--- config.mk ---
export PLATFORM = sky130hd
export DESIGN_NAME = sync_fifo_flagged_flat
export DESIGN_NICKNAME = d
export VERILOG_FILES = /design/src/rtl/sync_fifo_flagged_pkg.sv /design/src/rtl/sync_fifo_flagged_if.sv /design/src/rtl/sync_fifo_flagged_fifo_mem_dp.sv /design/src/rtl/sync_fifo_flagged.sv /design/src/flat_wrapper.sv
export SDC_FILE = /design/constraint.sdc
export NUM_CORES = 1
export LEC_CHECK = 0
export ABC_CLOCK_PERIOD_IN_PS = 2600
export BUFFER_PORTS_ARGS = -buffer_cell sky130_fd_sc_hd__buf_2
export CAP_MARGIN = 20
export CELL_PAD_IN_SITES_DETAIL_PLACEMENT = 1
export CELL_PAD_IN_SITES_GLOBAL_PLACEMENT = 1
export CORE_ASPECT_RATIO = 1.1
export CORE_MARGIN = 2
export CORE_UTILIZATION = 35
export DETAILED_ROUTE_END_ITERATION = 10
export MAX_ROUTING_LAYER = met4
export PLACE_DENSITY = 0.55
export SYNTH_ARGS = -nofsm -noshare
export SYNTH_HDL_FRONTEND = slang
export SYNTH_SLANG_ARGS = --single-unit
--- constraint.sdc ---
create_clock -name clk -period 2.6 [get_ports clk]
set_input_delay 0.13 -clock clk [delete_from_list [all_inputs] [get_ports clk]]
set_output_delay 0.13 -clock clk [all_outputs]
set_load 0.03 [all_outputs]
--- src/rtl/sync_fifo_flagged_pkg.sv ---
// sync_fifo_flagged_pkg: shared constants, flag bundle type and parameter range checks for the flagged FIFO
package sync_fifo_flagged_pkg;
  localparam int DEF_DATA_WIDTH = 16;
  localparam int DEF_ADDR_WIDTH = 4;
  typedef struct packed {
    logic full;
    logic empty;
    logic almost_full;
    logic almost_empty;
  } flags_t;
  localparam flags_t FLAGS_RESET = '{full: 1'b0, empty: 1'b1, almost_full: 1'b0, almost_empty: 1'b1};
  function automatic int clog2(input int v);
    int r;
    r = 0;
    while ((1 << r) < v) r++;
    return r;
  endfunction
  function automatic bit afull_ok(input int t, input int depth);
    return t >= 1 && t <= depth;
  endfunction
  function automatic bit aempty_ok(input int t, input int depth);
    return t >= 0 && t <= depth - 1;
  endfunction
endpackage

--- src/rtl/sync_fifo_flagged_if.sv ---
// sync_fifo_flagged_if: write/read handshake, status flags and error-clear bundle between a FIFO and its user
interface sync_fifo_flagged_if #(
  parameter int DATA_WIDTH = 16,
  parameter int ADDR_WIDTH = 4
);
  logic                  wr_en;
  logic [DATA_WIDTH-1:0] wr_data;
  logic                  rd_en;
  logic [DATA_WIDTH-1:0] rd_data;
  logic                  rd_valid;
  logic                  full;
  logic                  empty;
  logic                  almost_full;
  logic                  almost_empty;
  logic [ADDR_WIDTH:0]   count;
  logic                  overflow;
  logic                  underflow;
  logic                  clr_err;
  modport master (
    output wr_en, wr_data, rd_en, clr_err,
    input  rd_data, rd_valid, full, empty, almost_full, almost_empty, count, overflow, underflow
  );
  modport slave (
    input  wr_en, wr_data, rd_en, clr_err,
    output rd_data, rd_valid, full, empty, almost_full, almost_empty, count, overflow, underflow
  );
endinterface

--- src/rtl/sync_fifo_flagged_fifo_mem_dp.sv ---
// fifo_mem_dp: DEPTH x DATA_WIDTH register array, synchronous write port, asynchronous read port
module fifo_mem_dp #(
  parameter int DATA_WIDTH = 16,
  parameter int ADDR_WIDTH = 4
) (
  input  logic                  clk,
  input  logic                  we,
  input  logic [ADDR_WIDTH-1:0] waddr,
  input  logic [DATA_WIDTH-1:0] wdata,
  input  logic [ADDR_WIDTH-1:0] raddr,
  output logic [DATA_WIDTH-1:0] rdata
);
  logic [DATA_WIDTH-1:0] mem [2**ADDR_WIDTH];
  always_ff @(posedge clk)
    if (we) mem[waddr] <= wdata;
  assign rdata = mem[raddr];
endmodule

--- src/rtl/sync_fifo_flagged.sv ---
// sync_fifo_flagged: single-clock FIFO with registered occupancy flags, sticky error flags and optional FWFT read
module sync_fifo_flagged
  import sync_fifo_flagged_pkg::*;
#(
  parameter int DATA_WIDTH    = DEF_DATA_WIDTH,
  parameter int ADDR_WIDTH    = DEF_ADDR_WIDTH,
  parameter int AFULL_THRESH  = 12,
  parameter int AEMPTY_THRESH = 2,
  parameter bit FWFT          = 1'b0
) (
  input logic                clk,
  input logic                reset_n,
  sync_fifo_flagged_if.slave bus
);
  localparam int DEPTH = 2**ADDR_WIDTH;
  localparam int PW    = ADDR_WIDTH + 1;
  if (!afull_ok(AFULL_THRESH, DEPTH) || !aempty_ok(AEMPTY_THRESH, DEPTH)) begin : g_bad_thresh
    $error("sync_fifo_flagged: threshold parameters out of range");
  end
  logic [PW-1:0]         wr_ptr, rd_ptr, count_q, count_d;
  flags_t                flags_q, flags_d;
  logic                  wr_acc, rd_acc, rd_valid_q, ovf_q, udf_q;
  logic [DATA_WIDTH-1:0] head, rd_q;
  assign wr_acc = bus.wr_en && !flags_q.full;
  assign rd_acc = bus.rd_en && !flags_q.empty;
  fifo_mem_dp #(.DATA_WIDTH(DATA_WIDTH), .ADDR_WIDTH(ADDR_WIDTH)) u_mem (
    .clk   (clk),
    .we    (wr_acc),
    .waddr (wr_ptr[ADDR_WIDTH-1:0]),
    .wdata (bus.wr_data),
    .raddr (rd_ptr[ADDR_WIDTH-1:0]),
    .rdata (head)
  );
  // Flags are derived from the next count so they describe occupancy after this edge
  always_comb begin
    count_d              = count_q + {{ADDR_WIDTH{1'b0}}, wr_acc} - {{ADDR_WIDTH{1'b0}}, rd_acc};
    flags_d.full         = count_d == PW'(DEPTH);
    flags_d.empty        = count_d == '0;
    flags_d.almost_full  = count_d >= PW'(AFULL_THRESH);
    flags_d.almost_empty = count_d <= PW'(AEMPTY_THRESH);
  end
  always_ff @(posedge clk or negedge reset_n) begin
    if (!reset_n) begin
      wr_ptr     <= '0;
      rd_ptr     <= '0;
      count_q    <= '0;
      flags_q    <= FLAGS_RESET;
      rd_valid_q <= 1'b0;
      rd_q       <= '0;
      ovf_q      <= 1'b0;
      udf_q      <= 1'b0;
    end else begin
      wr_ptr     <= wr_ptr + PW'(wr_acc);
      rd_ptr     <= rd_ptr + PW'(rd_acc);
      count_q    <= count_d;
      flags_q    <= flags_d;
      rd_valid_q <= rd_acc;
      rd_q       <= rd_acc ? head : rd_q;
      ovf_q      <= (bus.wr_en && flags_q.full) || (ovf_q && !bus.clr_err);
      udf_q      <= (bus.rd_en && flags_q.empty) || (udf_q && !bus.clr_err);
    end
  end
  assign bus.rd_data      = FWFT ? head : rd_q;
  assign bus.rd_valid     = FWFT ? !flags_q.empty : rd_valid_q;
  assign bus.full         = flags_q.full;
  assign bus.empty        = flags_q.empty;
  assign bus.almost_full  = flags_q.almost_full;
  assign bus.almost_empty = flags_q.almost_empty;
  assign bus.count        = count_q;
  assign bus.overflow     = ovf_q;
  assign bus.underflow    = udf_q;
endmodule
--- src/flat_wrapper.sv ---
// flat-port wrapper written by rule: the top's interface ports become plain ports
module sync_fifo_flagged_flat import sync_fifo_flagged_pkg::*;
#(
  parameter int DATA_WIDTH    = DEF_DATA_WIDTH,
  parameter int ADDR_WIDTH    = DEF_ADDR_WIDTH,
  parameter int AFULL_THRESH  = 12,
  parameter int AEMPTY_THRESH = 2,
  parameter bit FWFT          = 1'b0
)
  (clk, reset_n, bus_wr_en, bus_wr_data, bus_rd_en, bus_clr_err, bus_rd_data, bus_rd_valid, bus_full, bus_empty, bus_almost_full, bus_almost_empty, bus_count, bus_overflow, bus_underflow);
  sync_fifo_flagged_if #(.DATA_WIDTH(DATA_WIDTH), .ADDR_WIDTH(ADDR_WIDTH)) bus_i ();
  input logic clk;
  input logic reset_n;
  input wire logic [$bits(bus_i.wr_en)-1:0] bus_wr_en;
  input wire logic [$bits(bus_i.wr_data)-1:0] bus_wr_data;
  input wire logic [$bits(bus_i.rd_en)-1:0] bus_rd_en;
  input wire logic [$bits(bus_i.clr_err)-1:0] bus_clr_err;
  output wire logic [$bits(bus_i.rd_data)-1:0] bus_rd_data;
  output wire logic [$bits(bus_i.rd_valid)-1:0] bus_rd_valid;
  output wire logic [$bits(bus_i.full)-1:0] bus_full;
  output wire logic [$bits(bus_i.empty)-1:0] bus_empty;
  output wire logic [$bits(bus_i.almost_full)-1:0] bus_almost_full;
  output wire logic [$bits(bus_i.almost_empty)-1:0] bus_almost_empty;
  output wire logic [$bits(bus_i.count)-1:0] bus_count;
  output wire logic [$bits(bus_i.overflow)-1:0] bus_overflow;
  output wire logic [$bits(bus_i.underflow)-1:0] bus_underflow;
  assign bus_i.wr_en = bus_wr_en;
  assign bus_i.wr_data = bus_wr_data;
  assign bus_i.rd_en = bus_rd_en;
  assign bus_i.clr_err = bus_clr_err;
  assign bus_rd_data = bus_i.rd_data;
  assign bus_rd_valid = bus_i.rd_valid;
  assign bus_full = bus_i.full;
  assign bus_empty = bus_i.empty;
  assign bus_almost_full = bus_i.almost_full;
  assign bus_almost_empty = bus_i.almost_empty;
  assign bus_count = bus_i.count;
  assign bus_overflow = bus_i.overflow;
  assign bus_underflow = bus_i.underflow;
  sync_fifo_flagged #(.DATA_WIDTH(DATA_WIDTH), .ADDR_WIDTH(ADDR_WIDTH), .AFULL_THRESH(AFULL_THRESH), .AEMPTY_THRESH(AEMPTY_THRESH), .FWFT(FWFT)) u_core (.clk(clk), .reset_n(reset_n), .bus(bus_i));
endmodule
==> flow_metrics.py <==
metrics = {
    "floorplanning": {
        "rows": 69,
        "core_area_um2": 32200,
        "die_area_um2": 34100,
        "io_pins": 49,
        "floorplan.initialDensity": 0.354,
        "dieWidth_um": 176,
        "die_h_um": 193,
    },
    "sta": {
        "max_slew_margin": 0.453,
        "maxSlewViolCount": 0,
        "min_period_ns": 2.47,
        "fmax_mhz": 405,
        "setup_viol_count_final": 0,
        "tightest_slew_ns": 0.820,
        "hold_viol_final": 0,
        "skew_ns": 0.0142,
        "finalWorstSetupSlack_ns": 0.128,
        "finalCritPeriodShare": 0.951,
    },
    "power_and_ir_drop": {
        "powerDensity_nw_per_um2": 1160,
        "vdd_drop_max_v": 0.000506,
        "power_leakage_nw": 4.85,
    },
    "global_route": {
        "grt_first_pass_wirelength_um": 42200,
        "grt_usage": 0.169,
        "grt_pass1_vias": 6483,
        "antenna_found_initial": 0,
        "grt-ovfl-total": 0,
        "grt_max_degree": 45,
    },
    "clock_tree": {
        "cts_tree": "done",
        "cts-root-buf": "clkbuf_16",
        "clkSlewWorstSetupHoldPaths_ns": 0.06,
        "clock-sinks": 292,
        "htreeDepth": 1,
        "cts_buffer_depth": 3,
        "numCtsBuffers": 30,
        "worstSkewPairLatency_ns": 0.55,
    },
    "logic_synthesis": {
        "ys_seq_area_frac": 0.753,
        "synth_nets": 642,
        "synth_warnings": 0,
        "synth_edf_count": 256,
        "ys_async_sr_fraction": 0.123,
        "synthCells": 613,
        "synthFlopType": "edfxtp_1",
        "avgSynthCellArea_um2": 18.6,
        "synth_area_um2": 11400,
        "synthDistinctLibCells": 38,
        "yosys_register_bits": 292,
    },
    "placed_design": {
        "place.port_buffers": 48,
        "place_ws_ns": 0.0709,
        "dp_hpwl_um": 17900,
        "place_inst": 1107,
        "gp_congestion": 0.794,
    },
    "detailed_routing": {
        "route.detailed.drc": 0,
        "ant_nets": 0,
        "wl_per_cell_um": 23.1,
        "vias": 6024,
        "via_per_inst": 5.09,
        "drt-initial-drc-count": 419,
        "drt-pass1-iter-count": 4,
        "routed_wl_um": 27300,
    },
    "final_layout": {
        "diodes": 0,
        "final_cells": 1183,
        "drive_gt1_frac": 0.256,
        "nNetsFinal": 763,
        "area_growth_pct": 19.0,
    },
    "run": {
        "maxCapViolCount": 0,
    },
    "critical_path": {
        "critPathKind": "reg -> reg",
        "setup.worst_path.end_class": "flip-flop",
        "critPathMaxFanout": 5,
        "crit_required_ns": 3.07,
        "critPathArrivalTime_ns": 2.94,
        "critPathLaunchType": "flip-flop",
    },
    "status": {
        "status": "finished clean",
    },
    "hold_path": {
        "hold_path_class": "in -> reg",
    },
}
critical path: stages, from the launching register on:
cell,delay [ns]
dfstp_2,0.56
nand2b_1,0.18
nand2_1,0.09
nand2_1,0.10
ha_1,0.20
inv_1,0.07
fa_1,0.43
inv_1,0.08
a21o_1,0.13
a21oi_2,0.07
xnor2_2,0.24
nor3b_2,0.24
cells in the final DEF, fill, tap and decap left out, types with 3 or more instances in the layout:
| cell type | netlist | final |
|---|---|---|
| a21o_1 | 3 | 3 |
| buf_2 | 12 | 48 |
| bufinv_16 | 0 | 4 |
| ha_1 | 7 | 7 |
| nand2b_1 | 8 | 8 |
| edfxtp_1 | 256 | 256 |
| o22ai_1 | 32 | 32 |
| clkbuf_16 | 0 | 31 |
| nor2_1 | 29 | 23 |
| clkinv_2 | 0 | 4 |
| xor2_1 | 5 | 5 |
| xnor2_1 | 4 | 3 |
| clkinv_1 | 0 | 9 |
| dfrtp_1 | 34 | 32 |
| o31ai_1 | 32 | 32 |
| nor3_2 | 0 | 4 |
| inv_1 | 11 | 11 |
| dlygate4sd3_1 | 0 | 20 |
| nand2_1 | 22 | 22 |
| mux4_1 | 3 | 3 |
| buf_12 | 8 | 4 |
| mux2i_1 | 64 | 64 |
| mux4_2 | 29 | 29 |
| nor2_2 | 0 | 6 |
| o21ai_1 | 16 | 16 |
| clkbuf_1 | 5 | 3 |
| buf_4 | 2 | 50 |
sequential cells by signal, indices dropped and copies added (netlist names):
signal,flops
u_core.rd_ptr,4
u_core.u_mem.mem,256
u_core.bus.count,5
u_core.bus.overflow,1
u_core.bus.empty,1
u_core.wr_ptr,4
u_core.bus.underflow,1
u_core.bus.rd_valid,1
u_core.bus.rd_data,16
u_core.bus.almost_full,1
u_core.bus.full,1
u_core.bus.almost_empty,1
power breakdown:
| group | switching (W) | internal (W) | leakage (nW) |
|---|---|---|---|
| logic | 0.00312 | 0.00206 | 1.63 |
| clock network | 0.00175 | 0.00256 | 0.481 |
| registers | 0.000434 | 0.00587 | 2.74 |
repair_timing:
item,in CTS,in global routing
endpoints found under the setup margin,1,4
hold buffers,20,0
hold endpoints to repair,275,0
gates resized for setup,2,1
setup buffers,0,1
pin swaps,0,1
kinds of logic (layout without fill, tap and decap cells):
logic type                 count (synthesis)  after routing  share of synthesized area
AOI/OAI and AO/OA                         88             88                     0.0500
muxes                                     96             96                      0.120
adders and majority gates                  8              8                    0.00943
xor gates and xnor gates                   9              9                    0.00691
buffers and inverters                     46            190                     0.0316
and+or+nand+nor                           74             74                     0.0291
DFF                                      292            292                      0.753
cell usage after synthesis (2+ instances only):
cell	n	area, um^2
a21o_1	3	22.5
a21oi_1	2	10.0
buf_12	8	160
buf_2	12	60.1
buf_4	2	15.0
buf_6	3	33.8
clkbuf_1	5	18.8
dfrtp_1	34	851
dfstp_2	2	52.6
edfxtp_1	256	7690
ha_1	7	87.6
inv_1	11	41.3
inv_2	2	7.51
mux2i_1	64	641
mux4_1	3	78.8
mux4_2	29	653
nand2_1	22	82.6
nand2b_1	8	50.1
nand3_1	2	10.0
nand3b_1	2	15.0
nor2_1	29	109
nor3_1	6	30.0
o21ai_0	2	10.0
o21ai_1	16	80.1
o22ai_1	32	200
o31ai_1	32	240
xnor2_1	4	35.0
xor2_1	5	43.8
cell type report:
class	instances	area, um^2
Clock buffer	34	787
Inverter	13	48.8
Tap cell	426	533
Fill cell	3107	18600
Timing Repair Buffer	122	896
Sequential cell	292	8600
Multi-Input combinational cell	275	2510
Clock inverter	21	206
per-layer routing:
metal,up-vias,wire length (um),track usage,share of wire
li1,2670,-,-,-
met1,3214,11800,0.217,0.43
met2,97,14000,0.287,0.51
met3,43,965,0.0197,0.035
met4,0,463,0.0389,0.017
met5,-,0,-,0
path summary, 6_finish.rpt:
path                                                     from                            endpoint  slack (ns)  cells after the start
setup / recovery                   u_core.bus.empty$_DFF_PN1_           u_core.bus.full$_DFF_PN0_        0.13                     11
hold / removal                                      bus_wr_en       u_core.bus.count[0]$_DFF_PN0_        0.19                      3
hold reg to reg            u_core.bus.rd_data[14]$_DFFE_PN0P_  u_core.bus.rd_data[14]$_DFFE_PN0P_        0.49                      2
setup reg to reg                   u_core.bus.empty$_DFF_PN1_           u_core.bus.full$_DFF_PN0_        0.13                     11
min in group asynchronous                             reset_n       u_core.bus.count[1]$_DFF_PN0_        0.22                      2
max in group asynchronous                             reset_n  u_core.bus.rd_data[11]$_DFFE_PN0P_        1.70                      3
stage by stage:
stage               hold slack [ns]  utilization  setup TNS [ns]  instance area, um^2  power, W
floorplan                    -0.166            -               0                11400   0.00992
global placement              0.253        0.384               0                12400    0.0114
detailed placement            0.280        0.384               0                12400    0.0115
CTS                           0.141        0.421               0                13600    0.0160
global route                  0.194        0.422         -0.0136                13600    0.0166
finish                        0.186        0.422               0                13600    0.0158
(Power assumes the default switching activity.)
